<file path="src/rtl/router_pkg.sv">
// Shared router definitions: scheduler state encoding, tail-flag index and width helpers.
package router_pkg;

  typedef enum logic [0:0] {
    StIdle   = 1'b0,
    StLocked = 1'b1
  } sched_state_e;

  // Index of the tail flag within a flit (last flit of packet when set).
  function automatic int unsigned tail_bit(input int unsigned flit_width);
    return flit_width - 1;
  endfunction

  // Bits needed to count 0..n-1; never below one bit.
  function automatic int unsigned clog2_w(input int unsigned n);
    return (n <= 1) ? 1 : $clog2(n);
  endfunction

endpackage

</file>
<file path="src/rtl/rr_arbiter.sv">
// Combinational round-robin arbiter: first requester after ptr, with wrap-around.
module rr_arbiter
  import router_pkg::*;
#(
  parameter int unsigned num_req = 4,
  localparam int unsigned idx_w = clog2_w(num_req)
) (
  input  logic [num_req-1:0] req,
  input  logic [idx_w-1:0]   ptr,
  output logic [num_req-1:0] gnt,
  output logic [idx_w-1:0]   gnt_idx,
  output logic               gnt_valid
);

  // Scan ptr+1 .. ptr+num_req so the last winner has the lowest priority.
  always_comb begin
    logic [idx_w-1:0] cand;
    gnt       = '0;
    gnt_idx   = '0;
    gnt_valid = 1'b0;
    cand      = '0;
    for (int unsigned off = 1; off <= num_req; off++) begin
      cand = idx_w'((32'(ptr) + off) % num_req);
      if (!gnt_valid && req[cand]) begin
        gnt_valid = 1'b1;
        gnt_idx   = cand;
        gnt[cand] = 1'b1;
      end
    end
  end

endmodule

</file>
<file path="src/rtl/rr_port_scheduler.sv">
// Output-port scheduler: per-packet round-robin with grant held until the tail flit,
// gated by downstream credits. Optional lock watchdog under `LOCK_WATCHDOG_EN.
module rr_port_scheduler
  import router_pkg::*;
#(
  parameter int unsigned num_req         = 4,
  parameter int unsigned flit_width      = 64,
  parameter int unsigned credit_max      = 8,
  parameter int unsigned watchdog_cycles = 256,
  localparam int unsigned idx_w  = clog2_w(num_req),
  localparam int unsigned cred_w = clog2_w(credit_max + 1)
) (
  input  logic                          clk,
  input  logic                          rst,
  input  logic [num_req-1:0]            req_empty,
  input  logic [num_req*flit_width-1:0] req_flit,
  output logic [num_req-1:0]            consume,
  input  logic                          credit_return,
  output logic [flit_width-1:0]         out_flit,
  output logic                          out_valid,
  output logic [idx_w-1:0]              grant_id,
  output logic                          locked,
  output logic [cred_w-1:0]             credits,
  output logic                          lock_err
);

  localparam int unsigned tail_idx = tail_bit(flit_width);

  sched_state_e          state_q, state_d;
  logic [idx_w-1:0]      ptr_q, ptr_d, grant_q, grant_d;
  logic [cred_w-1:0]     credits_q, credits_d;
  logic [flit_width-1:0] out_flit_q, sel_flit;
  logic                  out_valid_q;
  logic [num_req-1:0]    req_vec, arb_gnt;
  logic [idx_w-1:0]      arb_idx, sel_idx;
  logic                  arb_valid, sel_valid, send, wd_hit;

  assign req_vec = ~req_empty;

  rr_arbiter #(
    .num_req(num_req)
  ) u_arb (
    .req      (req_vec),
    .ptr      (ptr_q),
    .gnt      (arb_gnt),
    .gnt_idx  (arb_idx),
    .gnt_valid(arb_valid)
  );

  // Pick the candidate: arbiter winner when idle, the locked owner otherwise.
  always_comb begin
    sel_idx   = (state_q == StIdle) ? arb_idx : grant_q;
    sel_valid = (state_q == StIdle) ? arb_valid : !req_empty[grant_q];
    send      = !rst && (credits_q != '0) && sel_valid;
    sel_flit  = req_flit[sel_idx*flit_width +: flit_width];
    consume   = send ? (num_req'(1) << sel_idx) : '0;
  end

`ifdef LOCK_WATCHDOG_EN
  localparam int unsigned wd_w = clog2_w(watchdog_cycles);
  logic [wd_w-1:0] wd_q, wd_d;
  logic            lock_err_q;

  // Count locked cycles with an empty owner; credit stalls neither count nor clear.
  always_comb begin
    wd_d   = wd_q;
    wd_hit = 1'b0;
    if (state_q != StLocked || send) begin
      wd_d = '0;
    end else if (req_empty[grant_q]) begin
      if (wd_q == wd_w'(watchdog_cycles - 1)) begin
        wd_hit = 1'b1;
        wd_d   = '0;
      end else begin
        wd_d = wd_q + wd_w'(1);
      end
    end
  end

  // Watchdog counter and one-cycle release flag.
  always_ff @(posedge clk) begin
    if (rst) begin
      wd_q       <= '0;
      lock_err_q <= 1'b0;
    end else begin
      wd_q       <= wd_d;
      lock_err_q <= wd_hit;
    end
  end

  assign lock_err = lock_err_q;
`else
  assign wd_hit   = 1'b0;
  assign lock_err = 1'b0;
`endif

  // Next-state: grant on the first flit, release on tail (or watchdog expiry).
  always_comb begin
    state_d = state_q;
    ptr_d   = ptr_q;
    grant_d = grant_q;
    unique case (state_q)
      StIdle: begin
        if (send) begin
          ptr_d   = sel_idx;
          grant_d = sel_idx;
          if (!sel_flit[tail_idx]) state_d = StLocked;
        end
      end
      StLocked: begin
        if ((send && sel_flit[tail_idx]) || wd_hit) state_d = StIdle;
      end
      default: state_d = StIdle;
    endcase
  end

  // Credit bookkeeping; a simultaneous send and return cancel out.
  always_comb begin
    credits_d = credits_q;
    if (send && !credit_return) begin
      credits_d = credits_q - cred_w'(1);
    end else if (!send && credit_return && credits_q != cred_w'(credit_max)) begin
      credits_d = credits_q + cred_w'(1);
    end
  end

  // State, pointer, credits and the registered output flit.
  always_ff @(posedge clk) begin
    if (rst) begin
      state_q     <= StIdle;
      ptr_q       <= idx_w'(num_req - 1);
      grant_q     <= '0;
      credits_q   <= cred_w'(credit_max);
      out_flit_q  <= '0;
      out_valid_q <= 1'b0;
    end else begin
      state_q     <= state_d;
      ptr_q       <= ptr_d;
      grant_q     <= grant_d;
      credits_q   <= credits_d;
      out_valid_q <= send;
      if (send) out_flit_q <= sel_flit;
    end
  end

`ifdef SIM
  // Flag a credit return that arrives with the counter already full.
  always @(posedge clk) begin
    if (!rst && credit_return && !send && credits_q == cred_w'(credit_max)) begin
      $display("ERROR rr_port_scheduler: credit_return at full credit count ignored");
    end
  end
`endif

  assign out_flit  = out_flit_q;
  assign out_valid = out_valid_q;
  assign grant_id  = grant_q;
  assign locked    = (state_q == StLocked);
  assign credits   = credits_q;

endmodule

</file>
<file path="config.mk">
export PLATFORM = sky130hd
export DESIGN_NAME = rr_port_scheduler
export DESIGN_NICKNAME = d
export VERILOG_FILES = /design/src/rtl/router_pkg.sv /design/src/rtl/rr_arbiter.sv /design/src/rtl/rr_port_scheduler.sv
export SDC_FILE = /design/constraint.sdc
export NUM_CORES = 1
export LEC_CHECK = 0
export ABC_AREA = 1
export ABC_CLOCK_PERIOD_IN_PS = 2000
export BUFFER_PORTS_ARGS = -buffer_cell sky130_fd_sc_hd__buf_4
export CORE_AREA = 2 2 133 135
export DETAILED_ROUTE_END_ITERATION = 16
export DIE_AREA = 0 0 135 137
export GPL_TIMING_DRIVEN = 1
export PLACE_DENSITY = 0.65
export SLEW_MARGIN = 20
export SYNTH_ARGS = -nofsm -noshare
export SYNTH_HDL_FRONTEND = slang
export SYNTH_SLANG_ARGS = --single-unit
</file>
<file path="constraint.sdc">
create_clock -name clk -period 2 [get_ports clk]
set_input_delay 0 -clock clk [delete_from_list [all_inputs] [get_ports clk]]
set_output_delay 0 -clock clk [all_outputs]
set_load 0.02 [all_outputs]
</file>
# Word level (Yosys, flattened, before mapping)

Cells that the tools add are included.

$add $sub $neg: 6
Muxes and demuxes: 27
Reduce and logical (&&, ||, !) cells: 19
Shift-type cells: 2
Bitwise gates (word level): 2
Eq/ne operators: 1
$lt $le $gt $ge: 5

Operators with widths:

| cell                                                        | number |
|---|---|
| variable part select 256 x 9 -> 64 bit                      | 1 |
| less-than comparator 2 x 3 -> 1 bit (second input constant) | 5 |
| two-way mux 1 bit                                           | 13 |
| two-way mux 4 bit                                           | 3 |
| binary-select mux 1 bit (select 2 bit)                      | 5 |
| two-way mux 2 bit                                           | 5 |
| logical AND 1 bit                                           | 9 |
| logical NOT 1 bit                                           | 7 |
| adder 2 x 1 -> 2 bit (second input constant)                | 2 |
| adder 2 bit (second input constant)                         | 2 |
| adder 4 x 1 -> 4 bit (second input constant)                | 1 |
| inequality test 4 bit (second input constant)               | 1 |
| NOT 4 bit                                                   | 1 |
| nonzero test 4 bit                                          | 1 |
| << shifter 1 x 2 -> 4 bit (first input constant)            | 1 |
| subtractor 4 x 1 -> 4 bit (second input constant)           | 1 |
| case mux 1 bit (2 select lines)                             | 1 |
| AND reduction 2 bit                                         | 1 |
| nonzero test 2 bit                                          | 1 |
| NOT 1 bit                                                   | 1 |

Word-level logic and storage cells: 68
Input bits: 263
Register bits after elaboration: 74

# Logic depth before layout (Yosys ltp)

Gate-level depths: netlist of run 1.

Word-level depth: 20
Gate-level depth with buffers: 20
Gate-level depth less buffers: 18

# By module

From an unflattened synthesis of run 1, not the netlist that was laid out.

Cell total of the unflattened synthesis: 633
Area, all modules: 5405.2 µm²

By module, submodules not included:

| module            | cells an instance | area an instance (µm²) | instances |
|---|---|---|---|
| rr_port_scheduler | 552               | 4869.7                 | 1 |
| rr_arbiter        | 81                | 535.5                  | 1 |

# Worst setup path before layout of run 1

Ideal clock, no wire load.

Path kind: register to register
From: reg ptr_q[0]
To: reg credits_q[2] (netlist: credits[2])
Slack: -0.146 ns
Stages on the path, launching flop included: 19
Path buffers: 1
Arrival time: 2.028 ns
Period minus slack after synthesis: 2.146 ns
Data required time: 1.883 ns
Cell sequence: dfxtp_1 -> buf_4 -> inv_4 -> nand2_1 -> nand2_1 -> nor2_1 -> nand4_1 -> nand2_1 -> clkinv_1 -> nand2_1 -> xor2_1 -> inv_1 -> ha_1 -> inv_1 -> nand2_1 -> nand2_1 -> nand2_1 -> nor2_1 -> nor2_1

Word-level cells in the longest chain between the ends: 19
Elaborated cells between the ends (all ways): 30

Ends and longest elaborated chain:

| element                                 | line                     | source |
|---|---|---|
| from (decl)                             | rr_port_scheduler.sv:30  | `logic [idx_w-1:0] ptr_q, ptr_d, grant_q, grant_d;` |
| from (signal assigned)                  | rr_port_scheduler.sv:131 | `ptr_q <= idx_w'(num_req - 1);` |
| from (signal assigned)                  | rr_port_scheduler.sv:138 | `ptr_q <= ptr_d;` |
| adder 2 x 1 -> 2 bit                    | rr_arbiter.sv:23         | `cand = idx_w'((32'(ptr) + off) % num_req);` |
| binary-select mux 1 bit (select 2 bit)  | rr_arbiter.sv:24         | `if (!gnt_valid && req[cand]) begin` |
| two-way mux 1 bit (not written as such) | rr_arbiter.sv:24         |  |
| two-way mux 1 bit                       | rr_arbiter.sv:24         |  |
| logical NOT 1 bit                       | rr_arbiter.sv:24         |  |
| logical AND 1 bit                       | rr_arbiter.sv:24         |  |
| two-way mux 1 bit                       | rr_arbiter.sv:24         |  |
| logical NOT 1 bit                       | rr_arbiter.sv:24         |  |
| (+2 left out)                           | n/a                      |  |
| logical NOT 1 bit                       | rr_arbiter.sv:24         |  |
| logical AND 1 bit                       | rr_arbiter.sv:24         |  |
| two-way mux 1 bit *                     | rr_arbiter.sv:24         |  |
| two-way mux 1 bit *                     | rr_port_scheduler.sv:53  | `sel_valid = (state_q == StIdle) ? arb_valid : !req_empty[grant_q];` |
| logical AND 1 bit *                     | rr_port_scheduler.sv:54  | `send = !rst && (credits_q != '0) && sel_valid;` |
| logical NOT 1 bit                       | rr_port_scheduler.sv:122 | `end else if (!send && credit_return && credits_q != cred_w'(credit_max)) begin` |
| logical AND 1 bit (2 in a row)          | rr_port_scheduler.sv:122 |  |
| nonzero test 2 bit (no line)            | n/a                      |  |
| to (signal assigned)                    | rr_port_scheduler.sv:133 | `credits_q <= cred_w'(credit_max);` |
| to (signal assigned)                    | rr_port_scheduler.sv:140 | `credits_q <= credits_d;` |
| to (decl)                               | rr_port_scheduler.sv:31  | `logic [cred_w-1:0] credits_q, credits_d;` |

Mark *: on every way between the ends. The rest lies on a longest branch, timed or not. The select of a mux whose other input is x is not followed.
A chain may end at the register's enable or synchronous reset.

# Worst setup path in the final report of run 1

From: reg ptr_q[0]
To: reg out_flit_q[35] (netlist: out_flit[35])

Word-level cells in the longest chain between the ends: 15
Elaborated cells between the ends (all ways): 30

Ends and longest elaborated chain:

| element                                                                     | line                                             | source |
|---|---|---|
| adder 2 x 1 -> 2 bit                                                        | rr_arbiter.sv:23                                 |  |
| binary-select mux 1 bit (select 2 bit)                                      | rr_arbiter.sv:24                                 |  |
| two-way mux 1 bit (not written as such)                                     | rr_arbiter.sv:24                                 |  |
| two-way mux 1 bit                                                           | rr_arbiter.sv:24                                 |  |
| logical NOT 1 bit                                                           | rr_arbiter.sv:24                                 |  |
| logical AND 1 bit                                                           | rr_arbiter.sv:24                                 |  |
| two-way mux 1 bit                                                           | rr_arbiter.sv:24                                 |  |
| logical NOT 1 bit                                                           | rr_arbiter.sv:24                                 |  |
| logical AND 1 bit                                                           | rr_arbiter.sv:24                                 |  |
| two-way mux 1 bit                                                           | rr_arbiter.sv:24                                 |  |
| logical NOT 1 bit                                                           | rr_arbiter.sv:24                                 |  |
| logical AND 1 bit                                                           | rr_arbiter.sv:24                                 |  |
| two-way mux 2 bit or two-way mux 1 bit (tied branches)                      | rr_arbiter.sv:24                                 |  |
| two-way mux 2 bit or two-way mux 1 bit (tied branches)                      | rr_port_scheduler.sv:52, rr_port_scheduler.sv:53 |  |
| variable part select 256 x 9 -> 64 bit or logical AND 1 bit (tied branches) | rr_port_scheduler.sv:55, rr_port_scheduler.sv:54 |  |
| to (signal assigned)                                                        | rr_port_scheduler.sv:142                         | `if (send) out_flit_q <= sel_flit;` |
| to (decl)                                                                   | rr_port_scheduler.sv:32                          | `logic [flit_width-1:0] out_flit_q, sel_flit;` |

Parallel ways exist; a longest one is shown, timed or not. The select of a mux whose other input is x is not followed.

==> run_summary.xml, run 1 <==
<?xml version="1.0" encoding="UTF-8"?>
<metrics>
  <group name="clocking">
    <metric name="tritoncts" unit="">built</metric>
    <metric name="cts_root_buffer" unit="">clkbuf_16</metric>
    <metric name="cts.reportedPaths.clkPinSlew" unit="ns">0.06</metric>
    <metric name="clock_tree.buffer_depth" unit="">2</metric>
    <metric name="worst_skew_pair_later_pin_latency" unit="ns">0.34</metric>
    <metric name="cts-buffers-inserted" unit="">9</metric>
    <metric name="cts.sink_count" unit="">74</metric>
    <metric name="cts-htree-levels" unit="">3</metric>
  </group>
  <group name="detailed_routing">
    <metric name="post_drt_via_cell_ratio" unit="">4.73</metric>
    <metric name="detail_route.wl_per_cell" unit="µm">15.5</metric>
    <metric name="routed_wl" unit="µm">24900</metric>
    <metric name="post_route_antenna_net_violation_count" unit="">0</metric>
    <metric name="vias" unit="">7635</metric>
    <metric name="detailedRoute.firstPassIterationCount" unit="">8</metric>
    <metric name="dr.first_iter.drc_count" unit="">532</metric>
    <metric name="drcViolationCount" unit="">0</metric>
  </group>
  <group name="grt">
    <metric name="vias_in_the_first_global_route" unit="">7384</metric>
    <metric name="grt_pass1_wl" unit="µm">35200</metric>
    <metric name="grt_max_degree" unit="">69</metric>
    <metric name="antenna_found_initial" unit="">0</metric>
    <metric name="grt_remaining_overflow" unit="">0</metric>
    <metric name="tot_gr_track_use" unit="%">24.1</metric>
  </group>
  <group name="layout">
    <metric name="post_route_cell_area" unit="µm²">10100</metric>
    <metric name="area_delta_synth_final" unit="%">103</metric>
    <metric name="post_route_cells_drive_above_1_share" unit="%">34.1</metric>
    <metric name="layout.cells.most_common" unit="">nand2_1</metric>
    <metric name="final_core_util" unit="%">59.4</metric>
    <metric name="post_layout_nonfiller_instances" unit="">1614</metric>
    <metric name="design.final.nets" unit="">1648</metric>
    <metric name="layout.cells.most_common_list" unit="">nand2_1 (537), buf_4 (367), nand3_1 (129)</metric>
    <metric name="antennaDiodeCount" unit="">0</metric>
  </group>
  <group name="synth">
    <metric name="syn-num-nets" unit="">1164</metric>
    <metric name="synth_top_family_by_area" unit="">simple AND/OR/NAND/NOR gates</metric>
    <metric name="synth_top_flop_cell" unit="">dfxtp_1</metric>
    <metric name="simple_gate_area_share_of_the_yosys_netlist" unit="%">58.8</metric>
    <metric name="synth_sequential_area_ratio" unit="%">29.7</metric>
    <metric name="mean_instance_size_in_the_synthesized_netlist" unit="µm²">5.55</metric>
    <metric name="synth_mux_area_share" unit="%">0</metric>
    <metric name="yosysWarnings" unit="">0</metric>
    <metric name="adder_and_majority_gate_portion_of_the_synthesized_area" unit="%">0.250</metric>
    <metric name="synthXorXnorAreaFrac" unit="%">0.175</metric>
    <metric name="flops_latches_synth" unit="">74</metric>
    <metric name="synth-compound-area-share" unit="%">2.96</metric>
    <metric name="post_synth_num_cell_types" unit="">29</metric>
    <metric name="number_of_instances_in_the_synthesized_netlist" unit="">900</metric>
    <metric name="edff_count_synth" unit="">0</metric>
    <metric name="post_synth_instance_area" unit="µm²">5000</metric>
    <metric name="async_reset_ff_share" unit="%">0</metric>
  </group>
  <group name="floorplanning">
    <metric name="dieHeight" unit="µm">137</metric>
    <metric name="die_w" unit="µm">135</metric>
    <metric name="core_footprint" unit="µm²">17100</metric>
    <metric name="initial_core_util" unit="%">29.3</metric>
    <metric name="io_pins" unit="">340</metric>
    <metric name="dieArea" unit="µm²">18500</metric>
    <metric name="core.rowCount" unit="">48</metric>
  </group>
  <group name="sta">
    <metric name="final_hold_viol_count" unit="">0</metric>
    <metric name="worstMarginPinSlew" unit="ns">0.794</metric>
    <metric name="post-route-min-period" unit="ns">2.20</metric>
    <metric name="min_period_over_period" unit="%">110</metric>
    <metric name="relSlewSlack" unit="%">47.1</metric>
    <metric name="max_freq" unit="GHz">0.455</metric>
    <metric name="grt_setup_unrepaired" unit="">true</metric>
    <metric name="final_max_slew_viol_count" unit="">0</metric>
    <metric name="finalSetupViolCount" unit="">72</metric>
    <metric name="fin_skew" unit="ns">0.00687</metric>
    <metric name="minimum_hold_slack" unit="ns">0.0189</metric>
    <metric name="post_route_setup_slack" unit="ns">-0.200</metric>
  </group>
  <group name="placement">
    <metric name="gp_congestion" unit="">0.888</metric>
    <metric name="detailed_place_hpwl" unit="µm">15400</metric>
    <metric name="detailed_place.area" unit="µm²">7960</metric>
    <metric name="placement.io_buffers" unit="">338</metric>
    <metric name="dp.cells" unit="">1446</metric>
    <metric name="place_worst_setup_slack" unit="ns">-0.247</metric>
  </group>
  <group name="run_status">
    <metric name="outcome" unit="">finished, violations left</metric>
    <metric name="failed_checks" unit="">negative setup slack</metric>
  </group>
  <group name="power">
    <metric name="power.density_cell_area" unit="nW/µm²">1640</metric>
    <metric name="p_leak" unit="µW">0.00546</metric>
    <metric name="worst_vdd_ir" unit="mV">0.845</metric>
  </group>
  <group name="worst_setup_path">
    <metric name="path_max_fanout" unit="">9</metric>
    <metric name="setup.worst_path.class" unit="">reg -&gt; reg</metric>
    <metric name="cp-end-kind" unit="">flop</metric>
    <metric name="startpoint_type" unit="">flop</metric>
    <metric name="cp.arrival" unit="ns">2.48</metric>
    <metric name="timing.critical_path.required" unit="ns">2.28</metric>
  </group>
  <group name="job">
    <metric name="number_of_max_cap_violations" unit="">0</metric>
  </group>
  <group name="min_path">
    <metric name="hold_class" unit="">in -&gt; reg</metric>
  </group>
</metrics>
## per-layer routing
metal	GRT usage, %	vias up	routed length (µm)
li1	-	3793	-
met1	25.6	3430	9670
met2	44.6	347	12600
met3	6.07	65	1840
met4	11.4	0	874
met5	0	-	0
## cells in the mapped netlist, types with 2 or more instances
master    instances  area (µm²)
o211ai_1          4        30.0
clkinv_1          2        7.51
dfxtp_1          74        1480
inv_2             2        7.51
buf_4            15         113
buf_2            15        75.1
a21oi_1          11        55.1
nor3_1            5        25.0
nand3_1         140         701
nor2_1           10        37.5
o21ai_0           6        30.0
buf_6             5        56.3
inv_1            15        56.3
nand2_1         559        2100
nand4_1           3        18.8
clkbuf_1         20        75.1
inv_4             2        12.5
## timing repair
item,CTS,global route
gates resized for setup,32,35
gates cloned,2,9
setup buffers,11,6
hold buffers,126,0
hold endpoints to repair,67,0
setup endpoints to repair,73,75
pin swaps,10,8
## cell families (layout without fill, tap and decap cells)
kind of cell / after synthesis / after routing
and+or+nand+nor: 722 / 722
buffers and inverters: 77 / 566
DFF: 74 / 74
AOI/OAI and AO/OA: 24 / 24
adders and majority gates: 1 / 1
other: 1 / 1
xor gates and xnor gates: 1 / 1
## metrics by stage
step	power [µW]	setup TNS (ns)
2_1_floorplan	8950	0
3_3_place_gp	12500	-6.90
3_5_place_dp	12600	-14.44
4_1_cts	15300	-5.66
5_1_grt	17900	-18.88
6_report	16600	-9.38
## cell type report
type	count	area (µm²)
clock buffer	14	274
clock inverter	2	10.0
inverter	21	97.6
timing repair buffer	529	4710
fill	1565	6930
multi-input combinational	749	3270
tap	225	282
sequential	74	1490
## path summary, 6_finish.rpt
path,start,endpoint,slack [ns],depth (start not counted)
worst min-delay path,req_flit[232],out_flit[40],0.02,5
worst max register to register,ptr_q[0],out_flit[35],-0.20,18
worst min register to register,out_flit[44],out_flit[44],0.47,2
worst max-delay path,ptr_q[0],out_flit[35],-0.20,18
## critical path, cell delays in order, from the launching register on
cell and delay, ns:
dfxtp_4 0.40, buf_6 0.14, nand2_1 0.05, nand2_1 0.12
nand2_1 0.09, nand2_2 0.07, nand2_2 0.06, nand2_2 0.07
a21oi_2 0.05, nand2_2 0.08, nand2_4 0.09, buf_8 0.15
nor2_4 0.14, buf_12 0.18, clkbuf_16 0.18, nand2_1 0.07
nand3_1 0.09, nand2_1 0.05, nand2_1 0.05
## registers in the layout (all words and copies together), names as in the netlist
name,count
grant_id,2
credits,4
locked,1
out_flit,64
out_valid,1
ptr_q,2
## where the power goes
group          internal (µW)  switching, µW  total, µW
Combinational           5540           7100      12600
Clock                    939            630       1570
Sequential              2070            336       2410
Note: power is estimated with default switching activity, not from simulation.
==> run 2: changes to the inputs <==
ABC_AREA = not set   (was 1)
CORE_AREA = 2 2 132 134   (was 2 2 133 135)
DIE_AREA = 0 0 134 136   (was 0 0 135 137)
PLACE_DENSITY = 0.81   (was 0.65)
==> run_summary.xml, run 2 <==
<?xml version="1.0" encoding="UTF-8"?>
<metrics>
  <group name="run_status">
    <metric name="outcome" unit="">finished, violations left</metric>
    <metric name="failed_checks" unit="">negative setup slack</metric>
  </group>
  <group name="floorplanning">
    <metric name="initial_core_util" unit="%">43.1</metric>
    <metric name="core_footprint" unit="µm²">16900</metric>
    <metric name="io_pins" unit="">340</metric>
    <metric name="dieHeight" unit="µm">136</metric>
    <metric name="dieArea" unit="µm²">18200</metric>
    <metric name="core.rowCount" unit="">48</metric>
    <metric name="die_w" unit="µm">134</metric>
  </group>
  <group name="grt">
    <metric name="grt_remaining_overflow" unit="">0</metric>
    <metric name="antenna_found_initial" unit="">0</metric>
    <metric name="grt_max_degree" unit="">73</metric>
    <metric name="grt_pass1_wl" unit="µm">51400</metric>
    <metric name="tot_gr_track_use" unit="%">35.6</metric>
    <metric name="vias_in_the_first_global_route" unit="">9611</metric>
  </group>
  <group name="layout">
    <metric name="post_layout_nonfiller_instances" unit="">1456</metric>
    <metric name="post_route_cells_drive_above_1_share" unit="%">55.6</metric>
    <metric name="n_fill_cell" unit="">1036</metric>
    <metric name="largest_register_ffs" unit="">64</metric>
    <metric name="layout.cells.most_common" unit="">buf_4</metric>
    <metric name="sequential_cell_area" unit="µm²">1500</metric>
    <metric name="area_delta_synth_final" unit="%">81.4</metric>
    <metric name="design.final.nets" unit="">1490</metric>
    <metric name="multi_input_comb_area" unit="µm²">6590</metric>
    <metric name="antennaDiodeCount" unit="">0</metric>
    <metric name="layout.cells.most_common_list" unit="">buf_4 (382), dfxtp_1 (67), o21ai_0 (64)</metric>
  </group>
  <group name="power">
    <metric name="p_leak" unit="µW">0.00512</metric>
    <metric name="power_frac_seq" unit="%">17.4</metric>
    <metric name="power_switching" unit="µW">7570</metric>
    <metric name="worst_vdd_ir" unit="mV">0.897</metric>
    <metric name="total_power" unit="µW">16000</metric>
    <metric name="power.density_cell_area" unit="nW/µm²">1210</metric>
    <metric name="p_clk_share" unit="%">9.8</metric>
    <metric name="pwr-share-comb" unit="%">72.8</metric>
    <metric name="p_int" unit="µW">8440</metric>
    <metric name="p_sw_share" unit="%">47.3</metric>
  </group>
  <group name="clocking">
    <metric name="cts_root_buffer" unit="">clkbuf_16</metric>
    <metric name="cts.sink_count" unit="">74</metric>
    <metric name="cts-buffers-inserted" unit="">9</metric>
    <metric name="cts-htree-levels" unit="">3</metric>
    <metric name="worst_skew_pair_later_pin_latency" unit="ns">0.35</metric>
    <metric name="tritoncts" unit="">built</metric>
    <metric name="cts.reportedPaths.clkPinSlew" unit="ns">0.07</metric>
    <metric name="clock_tree.buffer_depth" unit="">2</metric>
  </group>
  <group name="synth">
    <metric name="ys_top_cells_by_count" unit="">a21oi_1 (76), dfxtp_1 (74), clkbuf_1 (64), o21ai_0 (64), mux4_2 (57)</metric>
    <metric name="flops_latches_synth" unit="">74</metric>
    <metric name="post_synth_num_cell_types" unit="">59</metric>
    <metric name="edff_count_synth" unit="">0</metric>
    <metric name="yosysWarnings" unit="">0</metric>
    <metric name="synth_area_leaders" unit="">dfxtp_1 (20%), mux4_2 (18%), a211oi_1 (5.5%), a21oi_1 (5.2%), a21o_1 (5.0%)</metric>
    <metric name="yosysTopAreaCellShare" unit="%">20.4</metric>
    <metric name="async_reset_ff_share" unit="%">0</metric>
    <metric name="post-synth-top-count-cell" unit="">a21oi_1</metric>
    <metric name="syn-num-nets" unit="">1110</metric>
    <metric name="synth_top_flop_cell" unit="">dfxtp_1</metric>
    <metric name="synth_sequential_area_ratio" unit="%">20.4</metric>
    <metric name="post_synth_instance_area" unit="µm²">7280</metric>
    <metric name="number_of_instances_in_the_synthesized_netlist" unit="">846</metric>
    <metric name="mean_instance_size_in_the_synthesized_netlist" unit="µm²">8.60</metric>
    <metric name="netlist.top_cell.by_area" unit="">dfxtp_1</metric>
  </group>
  <group name="detailed_routing">
    <metric name="dr.first_iter.drc_count" unit="">1047</metric>
    <metric name="post_drt_via_cell_ratio" unit="">6.93</metric>
    <metric name="detail_route.wl_per_cell" unit="µm">25.8</metric>
    <metric name="drcViolationCount" unit="">0</metric>
    <metric name="detailedRoute.firstPassIterationCount" unit="">6</metric>
    <metric name="routed_wl" unit="µm">37500</metric>
    <metric name="vias" unit="">10100</metric>
    <metric name="post_route_antenna_net_violation_count" unit="">0</metric>
  </group>
  <group name="sta">
    <metric name="grt_setup_unrepaired" unit="">true</metric>
    <metric name="max_freq" unit="GHz">0.431</metric>
    <metric name="fin_skew" unit="ns">0.00866</metric>
    <metric name="final_hold_viol_count" unit="">0</metric>
    <metric name="min_period_over_period" unit="%">116</metric>
    <metric name="post-route-min-period" unit="ns">2.32</metric>
    <metric name="post_route_setup_slack" unit="ns">-0.323</metric>
    <metric name="final_max_slew_viol_count" unit="">0</metric>
    <metric name="worstMarginPinSlew" unit="ns">0.854</metric>
    <metric name="minimum_hold_slack" unit="ns">0.0129</metric>
    <metric name="relSlewSlack" unit="%">43.0</metric>
    <metric name="finalSetupViolCount" unit="">73</metric>
  </group>
  <group name="worst_setup_path">
    <metric name="path_max_fanout" unit="">6</metric>
    <metric name="cells_along_the_critical_path" unit="">nor4_4 -&gt; a311o_1 -&gt; or2_4 -&gt; buf_4 -&gt; buf_6 -&gt; buf_12 -&gt; buf_16 -&gt; buf_12 -&gt; clkinv_16 -&gt; clkbuf_16 -&gt; a21oi_1 -&gt; a211oi_1</metric>
    <metric name="cpPeakStageDelay" unit="ns">0.36</metric>
    <metric name="startpoint_type" unit="">flop</metric>
    <metric name="cp.arrival" unit="ns">2.57</metric>
    <metric name="timing.critical_path.mode_cell" unit="">buf_12</metric>
    <metric name="slowest_stage" unit="">dfxtp_2</metric>
    <metric name="timing.reg2reg.worst_path_depth" unit="">12</metric>
    <metric name="timing.reg2reg.setup_slack" unit="ns">-0.32</metric>
    <metric name="cp-end-kind" unit="">flop</metric>
    <metric name="critical_path_cell_count" unit="">12</metric>
    <metric name="setup.worst_path.class" unit="">reg -&gt; reg</metric>
    <metric name="critical_path_buf_inv_count" unit="">7</metric>
    <metric name="critical_path.top_delay_family" unit="">buffers and inverters</metric>
    <metric name="timing.critical_path.required" unit="ns">2.24</metric>
  </group>
  <group name="placement">
    <metric name="placement.io_buffers" unit="">338</metric>
    <metric name="gp_congestion" unit="">0.913</metric>
    <metric name="dp.cells" unit="">1363</metric>
    <metric name="detailed_place_hpwl" unit="µm">20900</metric>
    <metric name="place_worst_setup_slack" unit="ns">-0.437</metric>
  </group>
  <group name="job">
    <metric name="number_of_max_cap_violations" unit="">0</metric>
  </group>
  <group name="min_path">
    <metric name="worst_hold_path.num_cells" unit="">3</metric>
    <metric name="hold_class" unit="">in -&gt; reg</metric>
  </group>
</metrics>
## run 2: cell count changes in the layout (fill, tap and decap cells not counted), sizes merged, moves of 48 or more
cell | before | now
nand3 | 140 | 48
dlygate4sd3 | 126 | 30
a21oi | 11 | 76
and2 | 0 | 49
nand2 | 561 | 12
a211oi | 0 | 53
a21o | 0 | 48
o21ai | 8 | 66
mux4 | 0 | 57
## run 2: cell type report
| class | count | share of cell area [%] |
|---|---|---|
| multi-input cells | 657 | 49.9 |
| repair buffers | 478 | 34.0 |
| flip-flops and latches | 74 | 11.3 |
| well taps | 225 | 2.13 |
| clock buffers | 13 | 1.90 |
| inverters | 5 | 0.379 |
| repair inverters | 1 | 0.227 |
| clock inverters | 3 | 0.114 |
## run 2: through the flow
| stage | setup TNS [ns] | util (%) | area, µm² |
|---|---|---|---|
| global placement | -10.19 | 62.2 | 10500 |
| CTS | -8.68 | 70.1 | 11800 |
| detailed placement | -15.00 | 62.2 | 10500 |
| finish | -13.77 | 78.2 | 13200 |
| floorplan | -1.51 | - | 7460 |
| global route | -18.62 | 78.2 | 13200 |
## run 2: power by group through the flow
stage	clock (µW)	sequential (µW)	combinational, µW
detailed placement	0	2690	8410
floorplan	0	3510	4310
global route	1630	2860	12100
finish	1570	2790	11600
global placement	0	2690	8250
CTS	1550	2690	9540
## run 2: cells by family (layout without fill, tap and decap cells)
kind of cell | Yosys count | in the layout | share of synthesized area (%)
adders and majority gates | 1 | 1 | 0.172
xor gates and xnor gates | 1 | 1 | 0.120
AOI/OAI and AO/OA | 366 | 366 | 35.7
other | 1 | 1 | 0.0515
DFF | 74 | 74 | 20.4
and+or+nand+nor | 205 | 205 | 15.2
buffers and inverters | 115 | 500 | 7.03
muxes | 83 | 83 | 21.3
## run 2: worst min-delay path, delay by kind of cell
family          cells  cell delay [ns]
buf+inv             1             0.10
compound gates      2             0.21
## run 2: worst paths after layout
kind / startpoint / endpoint
worst min register to register: out_flit[58] / out_flit[58]
worst min-delay path: req_flit[214] / out_flit[22]
worst max register to register: credits[3] / out_flit[52]
worst max-delay path: credits[3] / out_flit[52]
## run 2: routing by layer
| layer | vias up | wire (µm) | global-route usage [%] |
|---|---|---|---|
| met5 | - | 0 | 0 |
| met4 | 0 | 2590 | 21.6 |
| met3 | 244 | 4450 | 9.06 |
| met2 | 900 | 17500 | 57.8 |
| met1 | 4780 | 13000 | 42.6 |
| li1 | 4163 | - | - |
## run 2: what timing repair did
action / in CTS / in global routing
cloned: 8 / 15
hold buffers: 30 / 0
endpoints found under the setup margin: 74 / 74
setup buffers: 9 / 16
hold endpoints to repair: 18 / 0
gates resized for setup: 73 / 145
pin swaps: 16 / 68
==> run 3: changes to the inputs <==
ABC_CLOCK_PERIOD_IN_PS = 2680   (was 2000)
CORE_AREA = 2 2 133 135   (was 2 2 132 134)
DIE_AREA = 0 0 135 137   (was 0 0 134 136)
PLACE_DENSITY = 0.77   (was 0.81)
clock period = 2.68 ns   (was 2 ns; I/O delays follow)
==> run_summary.xml, run 3 (same netlist as run 2, synthesis figures left out) <==
<?xml version="1.0" encoding="UTF-8"?>
<metrics>
  <group name="detailed_routing">
    <metric name="detail_route.wl_per_cell" unit="µm">21.8</metric>
    <metric name="drcViolationCount" unit="">0</metric>
    <metric name="dr.first_iter.drc_count" unit="">823</metric>
    <metric name="routed_wl" unit="µm">30200</metric>
    <metric name="post_drt_via_cell_ratio" unit="">6.55</metric>
    <metric name="post_route_antenna_net_violation_count" unit="">0</metric>
    <metric name="detailedRoute.firstPassIterationCount" unit="">8</metric>
    <metric name="vias" unit="">9051</metric>
  </group>
  <group name="worst_setup_path">
    <metric name="cp.arrival" unit="ns">2.76</metric>
    <metric name="critical_path.top_delay_family" unit="">buffers and inverters</metric>
    <metric name="cp-end-kind" unit="">flop</metric>
    <metric name="startpoint_type" unit="">flop</metric>
    <metric name="timing.reg2reg.setup_slack" unit="ns">0.14</metric>
    <metric name="critical_path_cell_count" unit="">7</metric>
    <metric name="critical_path_buf_inv_count" unit="">2</metric>
    <metric name="timing.reg2reg.worst_path_depth" unit="">7</metric>
    <metric name="cpPeakStageDelay" unit="ns">0.60</metric>
    <metric name="slowest_stage" unit="">dlygate4sd3_1</metric>
    <metric name="setup.worst_path.class" unit="">reg -&gt; reg</metric>
    <metric name="path_max_fanout" unit="">18</metric>
    <metric name="cells_along_the_critical_path" unit="">buf_4 -&gt; nand2b_1 -&gt; a21o_1 -&gt; and3_2 -&gt; a221oi_1 -&gt; dlygate4sd3_1 -&gt; a31oi_1</metric>
    <metric name="timing.critical_path.required" unit="ns">2.90</metric>
  </group>
  <group name="floorplanning">
    <metric name="dieHeight" unit="µm">137</metric>
    <metric name="dieArea" unit="µm²">18500</metric>
    <metric name="io_pins" unit="">340</metric>
    <metric name="core.rowCount" unit="">48</metric>
    <metric name="core_footprint" unit="µm²">17100</metric>
    <metric name="initial_core_util" unit="%">42.7</metric>
    <metric name="die_w" unit="µm">135</metric>
  </group>
  <group name="grt">
    <metric name="grt_remaining_overflow" unit="">0</metric>
    <metric name="tot_gr_track_use" unit="%">31.4</metric>
    <metric name="grt_max_degree" unit="">107</metric>
    <metric name="grt_pass1_wl" unit="µm">46200</metric>
    <metric name="vias_in_the_first_global_route" unit="">9207</metric>
    <metric name="antenna_found_initial" unit="">0</metric>
  </group>
  <group name="clocking">
    <metric name="worst_skew_pair_later_pin_latency" unit="ns">0.34</metric>
    <metric name="post_cts.repair.setup_buffers" unit="">0</metric>
    <metric name="cts_root_buffer" unit="">clkbuf_16</metric>
    <metric name="clock_tree.buffer_depth" unit="">2</metric>
    <metric name="cts-htree-levels" unit="">3</metric>
    <metric name="cts-buffers-inserted" unit="">9</metric>
    <metric name="tritoncts" unit="">built</metric>
    <metric name="cts.reportedPaths.clkPinSlew" unit="ns">0.06</metric>
    <metric name="cts.sink_count" unit="">74</metric>
  </group>
  <group name="sta">
    <metric name="post-route-min-period" unit="ns">2.54</metric>
    <metric name="worstMarginPinSlew" unit="ns">0.966</metric>
    <metric name="final_hold_viol_count" unit="">0</metric>
    <metric name="max_freq" unit="GHz">0.394</metric>
    <metric name="min_period_over_period" unit="%">94.7</metric>
    <metric name="grt_setup_unrepaired" unit="">false</metric>
    <metric name="finalSetupViolCount" unit="">0</metric>
    <metric name="relSlewSlack" unit="%">35.6</metric>
    <metric name="totalNegativeSetupSlack" unit="ns">0</metric>
    <metric name="final_max_slew_viol_count" unit="">0</metric>
    <metric name="fin_skew" unit="ns">0.00865</metric>
  </group>
  <group name="power">
    <metric name="p_leak" unit="µW">0.00425</metric>
    <metric name="power.density_cell_area" unit="nW/µm²">860</metric>
    <metric name="worst_vdd_ir" unit="mV">0.490</metric>
    <metric name="total_power" unit="µW">9160</metric>
  </group>
  <group name="layout">
    <metric name="area_delta_synth_final" unit="%">46.3</metric>
    <metric name="n_fill_cell" unit="">1494</metric>
    <metric name="design.final.nets" unit="">1419</metric>
    <metric name="layout.cells.most_common" unit="">buf_4</metric>
    <metric name="post_route_cells_drive_above_1_share" unit="%">43.0</metric>
    <metric name="post_layout_nonfiller_instances" unit="">1382</metric>
    <metric name="final_core_util" unit="%">62.5</metric>
    <metric name="antennaDiodeCount" unit="">0</metric>
    <metric name="largest_register_ffs" unit="">64</metric>
    <metric name="layout.cells.most_common_list" unit="">buf_4 (368), a21oi_1 (75), dfxtp_1 (68)</metric>
  </group>
  <group name="placement">
    <metric name="placement.io_buffers" unit="">338</metric>
    <metric name="detailed_place_hpwl" unit="µm">20100</metric>
    <metric name="dp.cells" unit="">1336</metric>
    <metric name="gp_congestion" unit="">0.863</metric>
  </group>
  <group name="run_status">
    <metric name="outcome" unit="">finished clean</metric>
  </group>
  <group name="job">
    <metric name="number_of_max_cap_violations" unit="">0</metric>
  </group>
  <group name="min_path">
    <metric name="hold_class" unit="">in -&gt; reg</metric>
    <metric name="worst_hold_path.num_cells" unit="">3</metric>
  </group>
</metrics>
==> run 3: cell types whose count changed in the layout (fill, tap and decap cells not counted), moves of 11 or more <==
cell	before	now
a2111oi_0	0	18
a2111oi_2	3	20
a2111oi_4	43	0
a211oi_1	23	53
a211oi_2	30	0
a21oi_1	50	75
a21oi_2	21	0
buf_12	24	7
buf_16	11	0
buf_4	382	368
buf_6	15	0
clkbuf_16	22	9
nor3_1	28	50
nor3_4	14	0
==> run 3: what timing repair did <==
action,in CTS,in global routing
hold buffers,33,0
resized for setup,0,3
endpoints found under the hold margin,19,0
setup endpoints to repair,0,8
==> run 3: area by class of cell <==
class | count | area, µm² | area share, %
flip-flops and latches | 74 | 1490 | 14.0
well taps | 225 | 282 | 2.64
multi-input cells | 657 | 5360 | 50.3
repair buffers | 408 | 3230 | 30.4
inverters | 5 | 23.8 | 0.223
clock buffers | 13 | 260 | 2.44
==> run 3: final timing paths <==
| path | end | from |
|---|---|---|
| setup / recovery | out_flit[48] | ptr_q[1] |
| hold / removal | out_flit[13] | req_flit[77] |
| setup reg to reg | out_flit[48] | ptr_q[1] |
| hold reg to reg | out_flit[63] | out_flit[63] |
==> run 3: worst register-to-register path: cells and delay by family, from the launching register on <==
family	cells	cell delay [ns]
simple gates	2	0.49
flops	1	0.46
compound gates	3	0.67
buf+inv	2	0.80
==> run 3: stage by stage <==
step / hold WS, ns / cell area [µm²] / setup WS [ns]
after global routing: 0.0180 / 10700 / 0.0195
after global placement: 0.260 / 10100 / 0.267
after detailed placement: 0.261 / 10100 / 0.230
final: 0.0237 / 10700 / 0.142
after CTS: 0.000552 / 10600 / 0.0930
after floorplan: 0.178 / 7340 / -0.128
==> run 3: routing by layer <==
| metal | up-vias | wire length [µm] | track usage [%] |
|---|---|---|---|
| li1 | 4003 | - | - |
| met3 | 115 | 3160 | 5.78 |
| met5 | - | 0 | 0 |
| met4 | 0 | 1350 | 17.5 |
| met2 | 652 | 14700 | 53.5 |
| met1 | 4281 | 11000 | 37.3 |
==> run 3: power breakdown <==
group,total (µW),leakage (µW),internal (µW),switching (µW)
clock,1140,0.000128,664,480
combinational,5960,0.00350,2550,3410
sequential,2050,0.000624,1670,382
total,9160,0.00425,4880,4270
